[config.mk]
export PLATFORM = sky130hd
export DESIGN_NAME = byte_packer
export DESIGN_NICKNAME = d
export VERILOG_FILES = /design/src/rtl/byte_packer.sv
export SDC_FILE = /design/constraint.sdc
export NUM_CORES = 1
export LEC_CHECK = 0
export CAP_MARGIN = 10
export CORE_MARGIN = 5
export CORE_UTILIZATION = 38
export CTS_CLUSTER_SIZE = 12
export DETAILED_ROUTE_END_ITERATION = 10
export GPL_TIMING_DRIVEN = 0
export PLACE_DENSITY = 0.64
export SYNTH_ARGS = -nofsm -noshare
export SYNTH_HDL_FRONTEND = slang
export SYNTH_SLANG_ARGS = --single-unit
[constraint.sdc]
create_clock -name clk_f -period 1.5 [get_ports clk_f]
set_input_delay 0.15 -clock clk_f [delete_from_list [all_inputs] [get_ports clk_f]]
set_output_delay 0.15 -clock clk_f [all_outputs]
set_load 0.005 [all_outputs]
[src/rtl/byte_packer.sv]
// Packs RATIO input symbols MSB-first into one OUT_W-bit word.
// Define BYTE_PACKER_SINC_EN to enable COM_SYM lock search and loss-of-lock.
module byte_packer #(
    parameter int                IN_W        = 8,
    parameter int                RATIO       = 4,
    parameter logic [IN_W-1:0]   COM_SYM     = IN_W'(8'hBC),
    parameter int                SINC_COUNT  = 4,
    parameter int                LOSS_CYCLES = 8
) (
    input  logic                    clk_f,
    input  logic                    reset,
    input  logic [IN_W-1:0]         data_in,
    input  logic                    valid_in,
    output logic [IN_W*RATIO-1:0]   data_out,
    output logic                    valid_out,
    output logic                    sinc
);

    localparam int OUT_W = IN_W * RATIO;
    localparam int IDX_W = (RATIO > 1) ? $clog2(RATIO) : 1;

    typedef enum logic {
        SEARCH = 1'b0,
        LOCKED = 1'b1
    } state_t;

    state_t               state_q, state_d;
    logic [OUT_W-1:0]     partial_q, partial_d;
    logic [IDX_W-1:0]     idx_q, idx_d;
    logic [OUT_W-1:0]     data_out_q, data_out_d;
    logic                 valid_out_q, valid_out_d;
    logic                 sinc_q, sinc_d;
    logic [OUT_W-1:0]     shifted_word;
    logic                 last_beat;

    // Shifting left keeps the first beat of a word in the MSBs.
    assign shifted_word = {partial_q[OUT_W-IN_W-1:0], data_in};
    assign last_beat    = (idx_q == IDX_W'(RATIO - 1));

`ifdef BYTE_PACKER_SINC_EN
    localparam int          SYNC_W   = $clog2(SINC_COUNT) + 1;
    localparam int          INV_W    = $clog2(LOSS_CYCLES) + 1;
    localparam logic [SYNC_W-1:0] SYNC_MAX = '1;
    localparam logic [INV_W-1:0]  INV_MAX  = '1;
    localparam state_t      RESET_STATE = SEARCH;

    logic [SYNC_W-1:0]    sync_cnt_q, sync_cnt_d;
    logic [INV_W-1:0]     inv_cnt_q, inv_cnt_d;

    always_comb begin
        state_d     = state_q;
        partial_d   = partial_q;
        idx_d       = idx_q;
        data_out_d  = data_out_q;
        valid_out_d = 1'b0;
        sinc_d      = sinc_q;
        sync_cnt_d  = sync_cnt_q;
        inv_cnt_d   = inv_cnt_q;

        case (state_q)
            SEARCH: begin
                sinc_d = 1'b0;
                if (valid_in) begin
                    if (data_in == COM_SYM) begin
                        sync_cnt_d = (sync_cnt_q == SYNC_MAX) ? sync_cnt_q
                                                              : sync_cnt_q + 1'b1;
                        if (sync_cnt_d >= SYNC_W'(SINC_COUNT)) begin
                            state_d   = LOCKED;
                            sinc_d    = 1'b1;
                            idx_d     = '0;
                            partial_d = '0;
                            inv_cnt_d = '0;
                        end
                    end else begin
                        sync_cnt_d = '0;
                    end
                end
            end
            default: begin
                sinc_d = 1'b1;
                if (valid_in) begin
                    inv_cnt_d = '0;
                    if (last_beat) begin
                        data_out_d  = shifted_word;
                        valid_out_d = 1'b1;
                        partial_d   = '0;
                        idx_d       = '0;
                    end else begin
                        partial_d = shifted_word;
                        idx_d     = idx_q + 1'b1;
                    end
                end else begin
                    inv_cnt_d = (inv_cnt_q == INV_MAX) ? inv_cnt_q
                                                       : inv_cnt_q + 1'b1;
                    // Too long without data: drop lock and the partial word.
                    if (inv_cnt_d >= INV_W'(LOSS_CYCLES)) begin
                        state_d    = SEARCH;
                        sinc_d     = 1'b0;
                        partial_d  = '0;
                        idx_d      = '0;
                        sync_cnt_d = '0;
                        inv_cnt_d  = '0;
                    end
                end
            end
        endcase
    end

    always_ff @(posedge clk_f) begin
        if (reset) begin
            sync_cnt_q <= '0;
            inv_cnt_q  <= '0;
        end else begin
            sync_cnt_q <= sync_cnt_d;
            inv_cnt_q  <= inv_cnt_d;
        end
    end
`else
    localparam state_t RESET_STATE = LOCKED;

    logic unused_cfg;
    assign unused_cfg = ^{COM_SYM, SINC_COUNT[0], LOSS_CYCLES[0]};

    always_comb begin
        state_d     = state_q;
        partial_d   = partial_q;
        idx_d       = idx_q;
        data_out_d  = data_out_q;
        valid_out_d = 1'b0;
        sinc_d      = 1'b1;

        if (valid_in) begin
            if (last_beat) begin
                data_out_d  = shifted_word;
                valid_out_d = 1'b1;
                partial_d   = '0;
                idx_d       = '0;
            end else begin
                partial_d = shifted_word;
                idx_d     = idx_q + 1'b1;
            end
        end
    end
`endif

    always_ff @(posedge clk_f) begin
        if (reset) begin
            state_q     <= RESET_STATE;
            partial_q   <= '0;
            idx_q       <= '0;
            data_out_q  <= '0;
            valid_out_q <= 1'b0;
            sinc_q      <= 1'b0;
        end else begin
            state_q     <= state_d;
            partial_q   <= partial_d;
            idx_q       <= idx_d;
            data_out_q  <= data_out_d;
            valid_out_q <= valid_out_d;
            sinc_q      <= sinc_d;
        end
    end

    assign data_out  = data_out_q;
    assign valid_out = valid_out_q;
    assign sinc      = sinc_q;

endmodule
==> results.md, run 1 <==
- Status: finished, final reports clean
- Final std cells w/o fill: around 420
- Max frequency: 0.731 GHz
- Clk root buf: clkbuf_8
- CTS buffer count: 9
- CTS clk-pin slew, worst paths: roughly 70 ps
- Initial antenna violation count: 0
- Antenna diode count: 0
- Setup-failing EPs final: 0
- Synth Warn #: 0
- Leak pwr: ~1.2 nW
- Yosys cell types: 22
- Worst EP arrival: around 1600 ps
- Startpoint Class: register
- Post-CTS Resized: 0
- Worst-Skew Late Latency: 340 ps
- Mapped Cells: around 270
- Number of global-route vias before repair: ~2100
- Maximum clock path buffer count: 2
- Postcts setup bufs: 0
- # placed instances: 406
- Commonest non-fill, non-tap cell in the layout: dfxtp_1
- H-tree depth: 3
- Final setup margin: 132 ps
- Power density over cell area: 1000 nW/um2
- Top cell type's share of synthesized area: 0.454
- Syn_nets: around 280
- Dominant cell type by area after synthesis: dfxtp_1
- #FFs+latches synth: 60
- Place WS: about 100 ps
- Most frequent cells in the layout: dfxtp_1, clkdlybuf4s50_1, a21oi_1
- Port bufs: 42
- Final wirelength: 5950 um
- Cell Area, Synth: 2650 um2
- Final Cycle Share: 0.912
- Minimum clock period: between 1000 and 1500 ps
- # rows: 30
- Max Cap Viol: 0
- Actual slew at the worst max-slew pin: 485 ps
- Crit Path Class: reg -> reg
- CP endpoint kind: register
- Initial drt markers: between 70 and 80
- Placed Instance Area: 3190 um2
- Top cells by area, synth: dfxtp_1, o32ai_2, a21bo_1
- Layout cell share with drive strength beyond 1: 0.218
- Post-route design area: 3390 um2
- CP Data Required Time: 1710 ps
- Global-route wire length before repair: 10200 um
- Via Count: around 2100
- Die span in y: 93.4 um
- Nets: ~330
- Area grow syn2layout: 28.2%
- VDD IR max: slightly above 500 uV
- Worst Path Max Fanout: 10
- Total die area: 8730 um2
- CTS Sinks: 60
- Post-DP HPWL: 4230 um
- WL/cell: 14.1 um
- RSZ-0062 raised after global routing: false
- Skew final: 6.61 ps
- DR pass1 iterations: 4
- Setup TNS: 0 ps
- Initial core utilization: 0.389
- Mean Syn Cell Area: 9.87 um2
- TritonCTS clock tree: yes
- GP Congestion: roughly 0.78
- GRT Total Usage: 0.149
- Final Hold Fails: 0
- GRT overflow: 0
- Final ANT Viol Nets: 0
- Die W: slightly above 90 um
- # IOs: 45
- Residual DRC: 0
- Core Util, Final: 0.499
- Slew Limit Fails: 0
- Hold WC Path Type: in -> reg
- Hold buffer count at CTS: 0
- Largest net degree at the start of global routing: 11
- Relative slew margins: 0.677
- Core ar.: just under 7000 um2
- Via density: between 4 and 5
- Fraction of the yosys area taken by sequential cells: 0.454
==> cells in the mapped netlist <==
master,number
mux2i_1,1
clkbuf_1,3
o32ai_1,4
a21bo_2,8
and3_1,1
a21oi_1,33
buf_6,1
clkbuf_2,1
dfxtp_1,60
or3b_1,1
buf_4,2
buf_12,2
nand3_1,32
o32ai_2,20
nand2_1,24
nand2b_1,1
a21bo_1,24
ha_1,2
nor2_1,1
or2_1,1
buf_2,21
inv_1,25
==> registers in the layout, indices dropped and copies added, names as in the netlist <==
signal	cells
data_out	32
partial_q	24
idx_q	2
sinc	1
valid_out	1
==> kinds of logic (layout without fill, tap and decap cells) <==
family	Yosys count	after routing	synth area share
adder cells (fa/ha/maj)	2	2	0.00946
buffers and inverters	55	113	0.106
multiplexers	1	1	0.00378
AO/OA/AOI/OAI	89	89	0.320
AND/OR/NAND/NOR	61	61	0.106
flip-flops	60	60	0.454
==> per-layer routing <==
layer | GRT usage | share of wire
met1 | 0.189 | 0.49
met2 | 0.233 | 0.44
met3 | 0.0434 | 0.044
met4 | 0.0696 | 0.020
met5 | 0 | 0
==> power by group <==
group / internal [W] / total [W] / switching [W]
clock: 0.000845 / 0.00148 / 0.000635
sequential: 0.00163 / 0.00165 / 0.0000246
combinational: 0.000112 / 0.000273 / 0.000161
total: 0.00258 / 0.00340 / 0.000821
==> through the flow <==
step,hold WS (ps),power [W]
6_report,22.9,0.00340
5_1_grt,22.7,0.00353
4_1_cts,11.6,0.00344
3_5_place_dp,374,0.00196
3_3_place_gp,366,0.00196
2_1_floorplan,309,0.00187
==> worst paths after layout <==
kind | from | end | slack [ps] | depth (start not counted)
hold reg to reg | partial_q[20]$_SDFFE_PP0P_ | data_out[28]$_SDFFE_PP0P_ | 480 | 2
setup / recovery | idx_q[0]$_SDFFE_PP0P_ | data_out[30]$_SDFFE_PP0P_ | 130 | 5
setup reg to reg | idx_q[0]$_SDFFE_PP0P_ | data_out[30]$_SDFFE_PP0P_ | 130 | 5
hold / removal | reset | sinc$_DFF_P_ | 20 | 2
==> critical path: stages (launching register included) <==
cell,delay [ps]
dfxtp_1,380
ha_1,180
buf_2,230
clkbuf_4,250
a21bo_1,140
a21oi_1,60
==> area by class of cell <==
type / count / area (um2)
Fill cell: 665 / 3400
Sequential cell: 60 / 1200
Multi-Input combinational cell: 153 / 1160
Timing Repair Buffer: 42 / 420
Buffer: 30 / 193
Clock buffer: 11 / 151
Tap cell: 96 / 120
Inverter: 25 / 93.8
Clock inverter: 5 / 50.0
Power figures use the tool's default switching activity.
==> run 2: changes to the inputs <==
PLACE_DENSITY = 0.67   (was 0.64)
SKIP_CTS_REPAIR_TIMING = 1   (was unset)
clock period = 1.2 ns   (was 1.5 ns; I/O delays follow)
==> run 2 against run 1 <==
  * The run now ends with setup timing left
  * Sequential share of layout area fell by 6.0 points
  * Core utilization grew 11 points
  * Highest routed layer unchanged
  * Largest power group unchanged
  * Via count rose by 6.7%
  * Critical path depth is 1 higher
  * Largest cell class is now multi-input combinational cells
  * Cell count up 1.9%
  * Clock power grew 19%
  * Non-clock buffer count up 8
  * Sequential power up 26%
==> results.md, run 2 (synthesized netlist as in run 1, its figures left out) <==
- Largest net degree at the start of global routing: 11 (unchanged)
- Hold WC Path Type: in -> reg
- Post-DP HPWL: 4130 um (-2.2%)
- Die W: 93.4 um (unchanged)
- CP max stage cell: dfxtp_4
- Pwr Total: 0.00430 W (+26%)
- Max Cap Viol: 0 (unchanged)
- CTS buffer count: 9 (unchanged)
- Most frequent cells in the layout: dfxtp_1, dlymetal6s2s_1, a21oi_2
- Final wirelength: 7050 um (+18%)
- Place WS: -188 ps (-286 ps)
- GRT overflow: 0 (unchanged)
- Port bufs: 42 (unchanged)
- GRT Total Usage: 0.150 (+0.000245)
- Skew final: 6.28 ps (-0.327 ps)
- Startpoint Class: register
- H-tree depth: 3 (unchanged)
- # IOs: 45 (unchanged)
- Via density: 5.09 (+4.7%)
- Setup-failing EPs final: 45 (+45)
- Die span in y: 93.4 um (unchanged)
- DR pass1 iterations: 5 (+1)
- Total die area: 8730 um2 (unchanged)
- Most frequent CP cell: buf_12
- Maximum clock path buffer count: 2 (unchanged)
- Via Count: 2189 (+6.7%)
- # rows: 30 (unchanged)
- Power density over cell area: 1040 nW/um2 (+4.1%)
- Setup TNS: -1320 ps (-1320 ps)
- Commonest non-fill, non-tap cell in the layout: dfxtp_1
- Layout cell share with drive strength beyond 1: 0.419 (+0.201)
- Residual DRC: 0 (unchanged)
- Area grow syn2layout: 55.8%
- Antenna diode count: 0 (unchanged)
- TritonCTS clock tree: yes
- Final setup margin: -64.2 ps (-196 ps)
- CP Cell Sequence: ha_4 -> buf_12 -> buf_12 -> clkbuf_16 -> nand3_4 -> a21oi_2
- Slew Limit Fails: 0 (unchanged)
- Failing checks: setup timing
- Worst EP arrival: 1540 ps (-40 ps)
- Global-route wire length before repair: 10300 um (+0.81%)
- Initial drt markers: 130 (+76%)
- Initial antenna violation count: 0 (unchanged)
- Max frequency: 0.791 GHz (+8.2%)
- WL/cell: 16.4 um (+16%)
- Core ar.: 6790 um2 (unchanged)
- CTS Sinks: 60 (unchanged)
- Final Hold Fails: 0 (unchanged)
- Status: complete, but fails checks
- Worst-Skew Late Latency: 340 ps (about the same)
- CP endpoint kind: register
- GP Congestion: 0.799 (+2.8%)
- Nets: 342 (+2.4%)
- Leak pwr: 1.90 nW (+59%)
- Max reg flops: 32 (unchanged)
- Buf/Inv on CP: 3 (+1)
- Crit Path Class: reg -> reg
- Number of global-route vias before repair: 2142 (+1.7%)
- Post-route design area: 4120 um2 (+21%)
- Worst Path Max Fanout: 7 (-3)
- Final ANT Viol Nets: 0 (unchanged)
- RSZ-0062 raised after global routing: true
- Final Cycle Share: 1.05 (+0.141)
- CP top delay family: buffers and inverters
- CTS clk-pin slew, worst paths: 70 ps (about the same)
- VDD IR max: 535 uV (+5.9%)
- Initial core utilization: 0.389 (unchanged)
- Fill cell count: 535 (-20%)
- Crit path largest cell delay: 390 ps (about the same)
- Minimum clock period: 1260 ps (-104 ps)
- Relative slew margins: 0.555 (-0.122)
- Placed Instance Area: 3190 um2 (unchanged)
- Actual slew at the worst max-slew pin: 668 ps (+183 ps)
- Clk root buf: clkbuf_8
- CP Data Required Time: 1480 ps (-230 ps)
==> run 2: changes by cell type in the layout (fill, tap and decap cells not counted), sizes merged <==
cell / change
clkinvlp: +1
buf: +4
clkinv: -1
clkdlybuf4s50: -34
dlymetal6s2s: +34
clkbuf: +4
==> run 2: power breakdown <==
group,switching [W],total [W],internal [W]
Sequential,0.0000463,0.00208,0.00203
Combinational,0.000269,0.000466,0.000198
Clock,0.000809,0.00176,0.000949
==> run 2: layer usage <==
metal	vias to the layer above	GRT usage	wire length, um
met1	1069	0.195	3180
li1	1064	-	-
met3	9	0.0539	333
met5	-	0	0
met2	47	0.226	3480
met4	0	0.0537	59
==> run 2: cell type report <==
type | instances | area [um2] | area share
Buffer | 30 | 254 | 0.0616
Clock buffer | 11 | 131 | 0.0319
Clock inverter | 5 | 52.6 | 0.0128
Inverter | 25 | 93.8 | 0.0228
Multi-Input combinational cell | 153 | 1570 | 0.382
Sequential cell | 60 | 1210 | 0.294
Tap cell | 96 | 120 | 0.0292
Timing Repair Buffer | 50 | 683 | 0.166
==> run 2: final timing paths <==
kind	start	cells past startpoint	slack (ps)	end
max reg2reg	idx_q[0]$_SDFFE_PP0P_	6	-60	data_out[5]$_SDFFE_PP0P_
max	idx_q[0]$_SDFFE_PP0P_	6	-60	data_out[5]$_SDFFE_PP0P_
min	reset	2	0.8	sinc$_DFF_P_
min reg2reg	partial_q[22]$_SDFFE_PP0P_	2	480	data_out[30]$_SDFFE_PP0P_
==> run 2: stage by stage <==
stage | instances | hold WS, ps | utilization
after floorplan | 268 | 279 | -
after global placement | 406 | 338 | 0.469
after detailed placement | 406 | 348 | 0.469
after CTS | 422 | -8.58 | 0.496
after global routing | 430 | 15.2 | 0.606
final | 430 | 0.819 | 0.606
==> run 3: changes to the inputs <==
SKIP_LAST_GASP = 1   (was unset)
==> run 3 against run 2 <==
  * The run ends with hold timing, setup timing left
  * Largest cell class unchanged
  * Cell count did not move
  * Register-to-register slack is essentially flat
  * Flip-flop and latch count unchanged
  * Die area did not move
  * Critical path depth is the same
  * Critical endpoint unchanged
  * Critical path type unchanged
==> results.md, run 3 (synthesized netlist as in run 1, its figures left out) <==
- Worst EP arrival: 1540 ps (about the same)
- Die span in y: 93.4 um (unchanged)
- Internal power contribution: 0.00318 W (about the same)
- Clk root buf: clkbuf_8
- Seq. cell area: 1210 um2 (unchanged)
- WL/cell: 16.5 um (+0.38%)
- Crit path depth: 6 (unchanged)
- Max Cap Viol: 0 (unchanged)
- # IOs: 45 (unchanged)
- Net switching power: 0.00113 W (+0.32%)
- Maximum clock path buffer count: 2 (unchanged)
- Worst r2r src: idx_q[0]$_SDFFE_PP0P_
- Status: complete, but fails checks
- Skew final: 5.37 ps (-0.914 ps)
- RSZ-0062 raised after global routing: true
- CTS buffer count: 9 (unchanged)
- Max reg flops: 32 (unchanged)
- CP endpoint kind: register
- GRT Total Usage: 0.150 (unchanged)
- Residual DRC: 0 (unchanged)
- Worst-Skew Late Latency: 340 ps (about the same)
- Via density: 5.11 (+0.32%)
- Power density over cell area: 1050 nW/um2 (+0.38%)
- Core Util, Final: 0.605 (-0.00184)
- TritonCTS clock tree: yes
- Logic pwr share: 0.108 (about the same)
- M3 GR Usage: 0.0539 (unchanged)
- R2r setup slk: -70 ps (about the same)
- R2R cell count: 6 (unchanged)
- Number of global-route vias before repair: 2142 (unchanged)
- Most frequent CP cell: buf_12
- Slew Limit Fails: 0 (unchanged)
- Clk pwr share: 0.409 (about the same)
- Commonest non-fill, non-tap cell in the layout: dfxtp_1
- Antenna diode count: 0 (unchanged)
- Crit Path Class: reg -> reg
- H-tree depth: 3 (unchanged)
- Area occupied by multi-input gates: 1560 um2 (-0.80%)
- Buf/Inv on CP: 3 (unchanged)
- GRT overflow: 0 (unchanged)
- CTS clk-pin slew, worst paths: 60 ps (about the same)
- Die W: 93.4 um (unchanged)
- GP Congestion: 0.799 (unchanged)
- Minimum clock period: 1270 ps (+1.04 ps)
- Crit path largest cell delay: 390 ps (about the same)
- # rows: 30 (unchanged)
- Final Cycle Share: 1.05 (about the same)
- Sequential Power Share: 0.483 (about the same)
- Largest net degree at the start of global routing: 11 (unchanged)
- CTS Sinks: 60 (unchanged)
- VDD IR max: 541 uV (+1.1%)
- CP Data Required Time: 1480 ps (about the same)
- Final ANT Viol Nets: 0 (unchanged)
- Fill cell count: 537 (+0.37%)
- Top Usage Layer GRT: met2
- Actual slew at the worst max-slew pin: 645 ps (-22.6 ps)
- Worst Setup EP: data_out[5]$_SDFFE_PP0P_
- Hold slack: -1.07 ps (-1.89 ps)
- Worst Path Max Fanout: 7 (unchanged)
- Setup TNS: -1400 ps (-77.9 ps)
- Via Count: 2196 (+0.32%)
- Core ar.: 6790 um2 (unchanged)
- Setup-failing EPs final: 46 (+2.2%)
- Area grow syn2layout: 55.3%
- Hold WC Path Type: in -> reg
- Initial drt markers: 95 (-27%)
- Sw Share: 0.262 (+0.000644)
- Initial antenna violation count: 0 (unchanged)
- Failing checks: hold timing, setup timing
- Crit. Startpoint: idx_q[0]$_SDFFE_PP0P_
- Max frequency: 0.790 GHz (about the same)
- Nets: 342 (unchanged)
- Met2 usage: 0.226 (unchanged)
- Leak pwr: 1.90 nW (about the same)
- Place WS: -188 ps (unchanged)
- Most frequent cells in the layout: dfxtp_1, dlymetal6s2s_1, inv_1
- Final Hold Fails: 1 (+1)
- Port bufs: 42 (unchanged)
- CP max stage cell: dfxtp_4
- Relative slew margins: 0.570 (+0.0151)
- Initial core utilization: 0.389 (unchanged)
- CP Cell Sequence: ha_4 -> buf_12 -> buf_12 -> clkbuf_16 -> nand3_4 -> a21oi_2
- CP top delay family: buffers and inverters
- Global-route wire length before repair: 10300 um (unchanged)
- Post-DP HPWL: 4130 um (unchanged)
- Grt met1 use: 0.195 (unchanged)
- Total die area: 8730 um2 (unchanged)
- Layout cell share with drive strength beyond 1: 0.410 (-0.00898)
- Final setup margin: -65.2 ps (-1.04 ps)
- DR pass1 iterations: 5 (unchanged)
- Final wirelength: 7080 um (+0.38%)
- Startpoint Class: register
- Critical R2R Capture: data_out[5]$_SDFFE_PP0P_
## run 3: worst register-to-register path, stage by stage, from the launching register on
cell       delay (ps)
dfxtp_4           390
ha_4              150
buf_12            130
buf_12            140
clkbuf_16         170
nand3_4            80
a21oi_2           140
## run 3: worst min-delay path by stage
stage          startpoint                         to  slack, ps  depth (start not counted)
4_1_cts             reset               sinc$_DFF_P_         -9                          2
5_1_grt             reset               sinc$_DFF_P_         20                          2
3_3_place_gp        reset               sinc$_DFF_P_        340                          2
6_report            reset               sinc$_DFF_P_         -1                          2
2_1_floorplan  data_in[0]  partial_q[0]$_SDFFE_PP0P_        280                          2
3_5_place_dp        reset               sinc$_DFF_P_        350                          2
## run 3: power by group through the flow
stage          Sequential (W)  Clock [W]  Combinational (W)
2_1_floorplan         0.00210          0           0.000241
3_3_place_gp          0.00211          0           0.000336
3_5_place_dp          0.00211          0           0.000341
4_1_cts               0.00206    0.00178           0.000343
5_1_grt               0.00208    0.00188           0.000498
6_report              0.00208    0.00176           0.000465
## run 3: area by class of cell
class / count / share of cell area
flip-flops and latches: 60 / 0.295
repair buffers: 50 / 0.166
plain buffers: 30 / 0.0618
multi-input cells: 153 / 0.380
clock buffers: 11 / 0.0320
well taps: 96 / 0.0292
inverters: 25 / 0.0228
clock inverters: 5 / 0.0128
## run 3: layer usage
layer  part of all wire  vias up  routed length [um]
li1                   -     1061                   -
met1               0.45     1077                3200
met2               0.49       51                3480
met3              0.047        7                 335
met4             0.0096        0                  68
met5                  0        -                   0
## run 3: metrics by stage
stage | instances | hold WS (ps) | instance area (um2) | total power [W]
after global placement | 406 | 338 | 3190 | 0.00244
final | 430 | -1.07 | 4110 | 0.00431
after CTS | 422 | -8.58 | 3370 | 0.00418
after floorplan | 268 | 279 | 2650 | 0.00234
after global routing | 430 | 15.2 | 4110 | 0.00446
after detailed placement | 406 | 348 | 3190 | 0.00245
